===== config.mk =====
export PLATFORM = sky130hd
export DESIGN_NAME = pair_and_sched
export DESIGN_NICKNAME = d
export VERILOG_FILES = /design/src/rtl/pair_and_sched.sv
export SDC_FILE = /design/constraint.sdc
export NUM_CORES = 1
export LEC_CHECK = 0
export ABC_AREA = 1
export CAP_MARGIN = 20
export CORE_MARGIN = 1
export CORE_UTILIZATION = 40
export CTS_BUF_LIST = sky130_fd_sc_hd__clkbuf_8 sky130_fd_sc_hd__clkbuf_16
export DETAILED_ROUTE_END_ITERATION = 6
export PLACE_DENSITY = 0.76
export SYNTH_ARGS = -nofsm -noshare
export SYNTH_HDL_FRONTEND = slang
export SYNTH_SLANG_ARGS = --single-unit

===== constraint.sdc =====
create_clock -name clk -period 1.85 [get_ports clk]
set_clock_uncertainty 0.1 [all_clocks]
set_input_delay 0.37 -clock clk [delete_from_list [all_inputs] [get_ports clk]]
set_output_delay 0.37 -clock clk [all_outputs]
set_load 0.01 [all_outputs]

===== src/rtl/pair_and_sched.sv =====
// pair_and_sched
// Round-robin scheduler in front of a shared two-stage pair-AND pipeline.
// Each cycle one requester is granted. Its 4-bit word is captured in stage 1.
// Stage 2 reduces the word to {d[3]&d[2], d[1]&d[0]} and presents it with the
// requester ID under valid/ready handshaking.
//
// Parameters:
//   NREQ  number of requesters (2..8)
//   IDW   ID width, 2**IDW >= NREQ
// Ports:
//   clk        rising-edge clock
//   rst        synchronous active-high reset
//   req        request per requester (bit i = requester i)
//   data       requester i word on data[4*i+3:4*i]
//   gnt        one-hot grant (combinational); the word is taken on the edge
//              that ends a cycle with gnt[i]=1
//   out_valid  out/out_id hold a result
//   out_ready  consumer accepts the result this cycle
//   out        pair-AND of the granted word
//   out_id     requester index for out
//   busy       either pipeline stage holds a word
//   out_par    (only with PAIR_SCHED_PARITY_EN) parity ^d of the source word
//
// Optional feature macro: PAIR_SCHED_PARITY_EN
module pair_and_sched #(
  parameter int NREQ = 4,
  parameter int IDW  = 2
) (
  input  logic              clk,
  input  logic              rst,
  input  logic [NREQ-1:0]   req,
  input  logic [4*NREQ-1:0] data,
  output logic [NREQ-1:0]   gnt,
  output logic              out_valid,
  input  logic              out_ready,
  output logic [1:0]        out,
  output logic [IDW-1:0]    out_id,
  output logic              busy
`ifdef PAIR_SCHED_PARITY_EN
  ,
  output logic              out_par
`endif
);

  logic [IDW-1:0] r_ptr;
  logic           r_s1_valid;
  logic [3:0]     r_s1_data;
  logic [IDW-1:0] r_s1_id;
  logic           r_out_valid;
  logic [1:0]     r_out;
  logic [IDW-1:0] r_out_id;
`ifdef PAIR_SCHED_PARITY_EN
  logic           r_out_par;
`endif

  logic           w_adv;
  logic           w_found;
  logic [IDW-1:0] w_idx;
  logic           w_grant;
  logic [3:0]     w_word [NREQ];
  logic [3:0]     w_gnt_word;
  logic [IDW-1:0] w_ptr_next;

  // Whole pipeline moves together; a stalled output freezes stage 1 too,
  // even if it holds a bubble.
  assign w_adv = !r_out_valid || out_ready;

  // Rotating priority search starting at r_ptr. Only req and r_ptr feed this,
  // so there is no combinational path from data to gnt.
  always_comb begin
    int p;
    p       = 0;
    w_found = 1'b0;
    w_idx   = '0;
    for (int off = 0; off < NREQ; off++) begin
      p = int'(r_ptr) + off;
      if (p >= NREQ) begin
        p = p - NREQ;
      end
      if (!w_found && req[p]) begin
        w_found = 1'b1;
        w_idx   = IDW'(p);
      end
    end
  end

  // Held in reset, nothing is granted so no requester believes it was served.
  assign w_grant = w_adv && w_found && !rst;

  generate
    for (genvar gi = 0; gi < NREQ; gi++) begin : g_req
      assign w_word[gi] = data[4*gi +: 4];
      assign gnt[gi]    = w_grant && (w_idx == IDW'(gi));
    end
  endgenerate

  assign w_gnt_word = w_word[w_idx];
  assign w_ptr_next = (w_idx == IDW'(NREQ - 1)) ? '0 : w_idx + 1'b1;

  always_ff @(posedge clk) begin
    if (rst) begin
      r_ptr       <= '0;
      r_s1_valid  <= 1'b0;
      r_s1_data   <= '0;
      r_s1_id     <= '0;
      r_out_valid <= 1'b0;
      r_out       <= '0;
      r_out_id    <= '0;
`ifdef PAIR_SCHED_PARITY_EN
      r_out_par   <= 1'b0;
`endif
    end else if (w_adv) begin
      if (w_grant) begin
        r_ptr <= w_ptr_next;
      end
      r_s1_valid  <= w_grant;
      r_s1_data   <= w_grant ? w_gnt_word : 4'h0;
      r_s1_id     <= w_grant ? w_idx : '0;
      r_out_valid <= r_s1_valid;
      // Bubbles clear the result fields so idle outputs read as zero.
      r_out       <= r_s1_valid ? {r_s1_data[3] & r_s1_data[2],
                                   r_s1_data[1] & r_s1_data[0]} : 2'b00;
      r_out_id    <= r_s1_valid ? r_s1_id : '0;
`ifdef PAIR_SCHED_PARITY_EN
      r_out_par   <= r_s1_valid ? ^r_s1_data : 1'b0;
`endif
    end
  end

  assign out_valid = r_out_valid;
  assign out       = r_out;
  assign out_id    = r_out_id;
  assign busy      = r_s1_valid || r_out_valid;
`ifdef PAIR_SCHED_PARITY_EN
  assign out_par   = r_out_par;
`endif

endmodule


# Yosys cells after proc, flatten, opt, wreduce, memory -nomap -nowiden
# Index checks and enable logic that the tools add are counted.
# W data, S select, Z words.
# op_classes
n_lt_le_gt_ge	9
n_addsub	8
n_bitwise	3
muxes	32
reduce_logical	18
eq_ne	3
# op_table
op	count
$lt A32 B4 Y1 const B	4
$mux W32	4
$mux W2	8
$ge A3 B3 Y1 const B	4
$mux W1	12
$mux W4	3
$sub A3 B3 Y4 const B	3
$logic_and A1 B1 Y1	9
$bmux W1 S2	4
$bmux W4 S2	1
$add A2 B2 Y3 const B	2
$logic_not A1 Y1	5
$eq A2 B2 Y1 const B	2
$sub A2 B3 Y4 const B	1
$add A2 B1 Y3 const B	1
$ge A2 B3 Y1 const B	1
$not A2 Y3	1
$add A2 B1 Y2 const B	1
$and A1 B1 Y1	2
$eq A2 B1 Y1 const B	1
$logic_not A2 Y1	1
$logic_or A1 B1 Y1	2
$reduce_and A2 Y1	1
# totals
wordCells	80
output_inout_bits	10
reg_bits	14
in_bits	23

# Longest topological paths before layout
# Gate-level depths: netlist (run 1).
# depth
depth_word	20
depth_mapped	15
depth_no_buf	14

# Worst setup path after synthesis (run 1)
# No wires, ideal clock.
# synth_timing
path_kind	register -> output
start	register r_ptr[0]
end	output port gnt[1]
setup_slack_ns	-0.195
arrival_ns	1.575
n_path_buf	2
required_ns	1.380
path_stages_with_launch	14
cell_sequence	dfxtp_1 > buf_6 > nand2_2 > nand3_2 > nand2_4 > inv_1 > nand2_2 > nand2_4 > nand3_2 > buf_6 > inv_2 > ha_1 > inv_1 > nor2_1
# synth_via
elab_chain_len	18
elab_cells_between_ends	45
cone_classes	add/sub (7); order compare (4); eq/ne (1); mux (24); reduce/logical (9)
# synth_rtl
item	line	source
start, declared	45	logic [IDW-1:0] r_ptr;
start signal, assigned	114	r_ptr <= w_ptr_next;
parallel branches: the longest is 17 deep, another holds $sub A3 B3 Y4	--	
$logic_and A1 B1 Y1 (*)	93	assign gnt[gi] = w_grant && (w_idx == IDW'(gi));
end, declared	33	output logic [NREQ-1:0] gnt,
# Every way passes the cells marked *. The select of a mux whose other input is x is not followed.

# Worst setup path after layout (run 1)
# Same ends and word-level chain as after synthesis.

==> results.tsv, run 1 <==
metric	value	unit
max-cap viol count	0	
PwrDens	2120	mW/mm^2
WL final	3200	um
top-count cell post-synth	nand2_1	
CP arrival	1.88	ns
total grt overflow	0	
Die Wd	55.5	um
synth warn	0	
share of the synthesized area in the top cell type	0.245	
CORE AREA	0.00273	mm^2
clock-pin slew on the worst setup and hold paths	0.05	ns
CTS sink count	14	
Final setup viols	13	
Yosys top cell by area	dfxtp_1	
I/O pin count	33	
total vias in the final route	1347	
DRT iter0 DRCs	23	
Die ar.	0.00308	mm^2
leakage power	0.952	nW
antenna diode count	0	
Hold Startpoint	r_s1_data[2]$_SDFFE_PP0P_	
Hold WC Path Type	reg -> reg	
layout cells sized above 1	0.451	
asr flop ratio synth	0	
Reg-to-Reg Start	r_ptr[0]$_SDFFE_PP0P_	
TNS Setup	-3.15	ns
Syn-to-layout area delta	74.8	%
Cell Area, Synth	0.00115	mm^2
Syn Area/Cell	6.59	um^2
Worst Setup SP	r_ptr[0]$_SDFFE_PP0P_	
Max Freq	426	MHz
Slew @ Worst Pin	0.169	ns
later-pin clock latency in the skew report	0.25	ns
post-synthesis instance total	174	
CTS H-tree lvls	1	
Hold Buf Count CTS	0	
Req. time, crit path	1.38	ns
Worst setup EP type	output pin	
Setup crit start kind	register	
DRT Pass-1 Iters	4	
Reg2Reg Depth	15	
antenna violations before repair	0	
num rows	19	
ys flop type	dfxtp_1	
RSZ-0062 raised after global routing	yes	
Initial Util	0.419	
total CTS buffers	3	
Post-synth top cells	nand2_1, inv_1, nand3_1, dfxtp_1, nand2_2	
failing checks	negative setup slack	
Final #Nets	262	
final hold vios	0	
# DRC	0	
EDFF count, synth	0	
CTS tree	built	
sequential share of the synthesized area	0.245	
vias per cell	5.10	
DR WL/cell	12.1	um
HPWL Detailed	2230	um
Syn Nets	201	
Placed Area	0.00177	mm^2
vias in the first global route	1190	
fin worst setup slack	-0.499	ns
worst-path fanout max	5	
#FFs+latches synth	14	
fin crit period	2.35	ns
Slew HR	0.886	
Max Slew Vio Count	0	
CTS max path bufs	2	
IO buf count	32	
Final ANT Viol Nets	0	
largest cells by area after synthesis	dfxtp_1, nand2_1, nand3_1, inv_1, nand2_4	
total track usage	0.207	
hold path cells	2	
DIE HEIGHT	55.5	um
CP Class	reg -> out	
RePlAce Congestion	0.922	
Final Total Pwr	4.24	mW
final instance area	0.00200	mm^2
status	finished with violations	
first-pass GRT wire length	5130	um
final period utilization	1.27	
Distinct cells, synth	21	
VDD IR-drop max	0.00145	V
Root Buffer	clkbuf_8	
largest net degree at the start of global routing	14	
[worst max-delay path: stages, from the launching register on]
cell and delay (ns):
dfxtp_4 0.37, buf_6 0.13, nand2_4 0.05, nand2_4 0.07, nand2_4 0.09, nand2_4 0.06, nor2_8 0.15, nand3_2 0.08
nand3_2 0.08, nand2_4 0.08, buf_6 0.13, ha_4 0.15, inv_4 0.05, nor2_4 0.03, buf_6 0.11
[layer usage]
metal  wire [um]  share of wire  global-route usage  up-vias
met4          38          0.012              0.0786        0
li1            -              -                   -      669
met5           0              0                   0        -
met2        1820           0.57               0.372       24
met1        1250           0.39               0.249      649
met3          86          0.027              0.0258        5
[worst paths after layout]
| check | endpoint | slack [ns] |
|---|---|---|
| worst min-delay path | r_s1_data[2]$_SDFFE_PP0P_ | 0.37 |
| worst max register to register | r_ptr[0]$_SDFFE_PP0P_ | -0.21 |
| worst max-delay path | gnt[1] | -0.50 |
| worst min register to register | r_s1_data[2]$_SDFFE_PP0P_ | 0.37 |
[cells by family (layout without fill, tap and decap cells)]
| group | count (synthesis) | count (layout) | share of synthesized area |
|---|---|---|---|
| AOI/OAI and AO/OA | 13 | 13 | 0.0633 |
| adders and majority gates | 4 | 4 | 0.0437 |
| buffers and inverters | 38 | 97 | 0.142 |
| DFF | 14 | 14 | 0.245 |
| and+or+nand+nor | 105 | 105 | 0.507 |
[placed cells by master, fill, tap and decap left out, drive strengths merged]
cell           Yosys  final
nand2             59     59
nand3             30     30
o22ai              2      2
dlygate4sd2        0      4
nor2               8      8
clkdlybuf4s50      0     24
o21ai              5      5
inv               34     33
nand4              8      8
clkbuf             0      3
buf                3     31
o31ai              2      2
a21oi              4      4
dfxtp             14     14
clkinv             1      2
ha                 4      4
[timing repair]
| item | 4_1_cts | 5_1_grt |
|---|---|---|
| buffers inserted | 7 | 2 |
| hold endpoints to repair | 0 | 0 |
| pin swaps | 16 | 10 |
| setup endpoints to repair | 13 | 13 |
| gates resized for setup | 45 | 21 |
[per-stage QoR]
step / hold slack [ns] / std cells / setup WS (ns) / utilization
floorplan: 0.339 / 174 / -0.121 / -
global placement: 0.357 / 254 / -1.04 / 0.649
detailed placement: 0.361 / 254 / -1.09 / 0.649
CTS: 0.370 / 262 / -0.476 / 0.703
global route: 0.407 / 264 / -0.577 / 0.733
finish: 0.371 / 264 / -0.499 / 0.733
[final cells by class]
class                           count  area [um^2]
Multi-Input combinational cell    122          922
Fill cell                         208          731
Timing Repair Buffer               59          554
Sequential cell                    14          288
Inverter                           35          159
Clock buffer                        3         41.3
Tap cell                           31         38.8
[report_power, final]
group	internal [mW]	switching, mW
sequential	0.409	0.0745
clock	0.144	0.101
combinational	1.58	1.93
[registers in the layout, summed over array words and instances (netlist names)]
name        flops
r_s1_data       4
out             2
out_id          2
r_ptr           2
r_s1_id         2
out_valid       1
r_s1_valid      1
Power figures use the tool's default switching activity.
==> inputs of run 2 (changes only) <==
CTS_CLUSTER_DIAMETER = 80   (was not set)
==> results of run 2 <==
Same layout as run 1: the final DEF is identical, and so are final timing and power.
==> RTL edit, RTL diff (config.mk and constraints of run 1) <==
Make the reset (`rst`) asynchronous in one clocked block. Comments in the files are not updated.
--- a/src/rtl/pair_and_sched.sv
+++ b/src/rtl/pair_and_sched.sv
@@ -99,3 +99,3 @@
 
-  always_ff @(posedge clk) begin
+  always_ff @(posedge clk or posedge rst) begin
     if (rst) begin
Function: differs if rst is asserted again (counterexample within 4 cycles, from zero or initial values and one cycle with rst high); with rst held inactive, the same outputs for 10 cycles.
==> RTL edit against run 1 <==
- the run still ends with negative setup slack left
- synthesized area increased by 0.33%
- synthesized cell count is 10% lower
- sequential cell count unchanged
- global-route usage increased by 2.0 points
- worst setup slack got worse by 180 ps
- total power is 5.6% lower
- first-iteration DRC count increased by 130%
- highest routed layer unchanged
- maximum frequency shrank 7.2%
- design area is 4.1% lower
- sequential share of layout area up 4.0 points
- non-clock buffer count fell by 5
- wire length increased by 6.8%
==> RTL edit: results <==
run_status:
  status: "complete, but fails checks"
  violations: "negative setup slack"
setup_path:
  crit_fanout: 6
  arrival_ps: 2060
  r2r-start: "r_ptr[0]"
  r2r_slack_ps: -440
  ff2ff_path_depth: 16
  timing.rr.end: "r_s1_data[0]"
cts:
  cts_root_buffer: "clkbuf_8"
  htreeDepth: 1
  insertion_delay_ps: 250
placement:
  hpwl_mm: 2.350
  gp_congestion: 0.9571
  numPortBuffers: 32
final_layout:
  n_fill_cell: 209
  finalNetCount: 241
  regMostFlops: "r_s1_data"
  drive_gt1_share_pct: 44.13
synthesis:
  synthXorXnorAreaFrac_pct: 0
  synth_compound_area_share_pct: 5.005
  ys_warn_count: 0
  netlist_top_cells_count: "nand2_1, inv_1, nand3_1"
  syn_nets: 183
  ys_types: 19
  synthArstFlopShare_pct: 100.0
  synthAdderAreaFrac_pct: 4.353
  ys_seq_area_share_pct: 30.47
  muxShareOfSynthArea_pct: 0
  ys_top_cells_by_area: "dfrtp_1, nand2_1, nand3_1, nand2_4, nand2_2"
  synth_flop_cell: "dfrtp_1"
power:
  peakVddDrop_v: 0.001315
  power_leakage_nw: 0.9304
timing:
  fin_ws_ps: -680.8
  maxSlewHeadroom_pct: 82.64
  finalSetupTns_ps: -6298
  setup_viol: 13
min_path:
  hold_end: "out_id[1]"
  hp-start: "out_id[1]"
  holdCritPathClass: "flop to flop"
grt:
  grt_pass1_wl_mm: 5.423
  grt_usage_pct: 22.65
  grt_antenna_before_repair: 0
  grt_max_degree: 15
drt:
  drt_iter0_markers: 54
  wl_per_cell_um: 13.99
  first_pass_iters: 4
  num_vias: 1263
## RTL edit: cell count changes in the layout (fill, tap and decap cells not counted), moves of 3 or more
cell,change
dfrtp_1,+12
dfxtp_1,-12
inv_1,-8
nand3_1,-8
buf_6,-7
nand2_1,+7
buf_2,+4
buf_4,-4
nor2_4,-4
a21oi_1,-3
o21ai_1,+3
## RTL edit: kinds of logic (layout without fill, tap and decap cells)
family                     Yosys count  in the layout
buffers and inverters               24             81
and+or+nand+nor                    103            103
AOI/OAI and AO/OA                   11             11
DFF                                 14             14
adders and majority gates            4              4
## RTL edit: repair_timing
action | 4_1_cts | 5_1_grt
buffers inserted | 4 | 3
gates resized for setup | 46 | 17
cloned | 2 | 0
endpoints found under the setup margin | 13 | 13
pin swaps | 11 | 12
endpoints found under the hold margin | 0 | 0
## RTL edit: how the worst max path moves through the flow
stage,to,from,slack [ps]
floorplan,gnt[1],r_ptr[0],-220
global placement,gnt[1],req[2],-980
detailed placement,gnt[2],req[1],-1060
CTS,gnt[2],r_ptr[0],-630
global route,gnt[1],r_ptr[0],-800
finish,gnt[1],r_ptr[0],-680
## RTL edit: final cells by class
cell class / instances / area share [%]
inverter: 22 / 5.469
multi-input combinational: 118 / 44.01
sequential: 14 / 18.36
tap: 31 / 2.018
clock buffer: 4 / 2.865
timing repair inverter: 1 / 0.5859
timing repair buffer: 54 / 26.69
## RTL edit: layer usage
| metal | GRT usage (%) | vias up | routed length, µm |
|---|---|---|---|
| met5 | 0 | - | 0 |
| met4 | 14.29 | 0 | 99 |
| met3 | 4.651 | 11 | 206 |
| met1 | 26.22 | 585 | 1259 |
| li1 | - | 616 | - |
| met2 | 38.04 | 51 | 1847 |
## RTL edit: stage by stage
| stage | std cells | utilization, % | setup WS, ps | hold WS [ps] | area [µm²] |
|---|---|---|---|---|---|
| final | 244 | 70.30 | -680.8 | 383.0 | 1922 |
| after global routing | 244 | 70.30 | -802.0 | 410.2 | 1922 |
| after CTS | 242 | 67.51 | -629.8 | 382.9 | 1846 |
| after detailed placement | 232 | 60.69 | -1057 | 367.0 | 1659 |
| after global placement | 232 | 60.69 | -976.0 | 365.1 | 1659 |
| after floorplan | 156 | - | -219.3 | 174.7 | 1189 |
## RTL edit: report_power, final
part | switching (mW) | internal (mW) | leakage, nW
logic | 1.83 | 1.37 | 0.723
registers | 0.0844 | 0.419 | 0.179
clock network | 0.113 | 0.189 | 0.0288
total | 2.03 | 1.97 | 0.930
## RTL edit: critical path, stage by stage (launching register included)
cell and delay [ps]:
dfrtp_2 460, buf_12 170, nand2_1 100, nand2_4 80, nand2_2 60, nand2_1 50, nand2_2 100, nand2_2 80
nand2_4 70, nand3_4 130, inv_4 100, ha_2 160, inv_1 40, nor2_2 60, buf_2 130
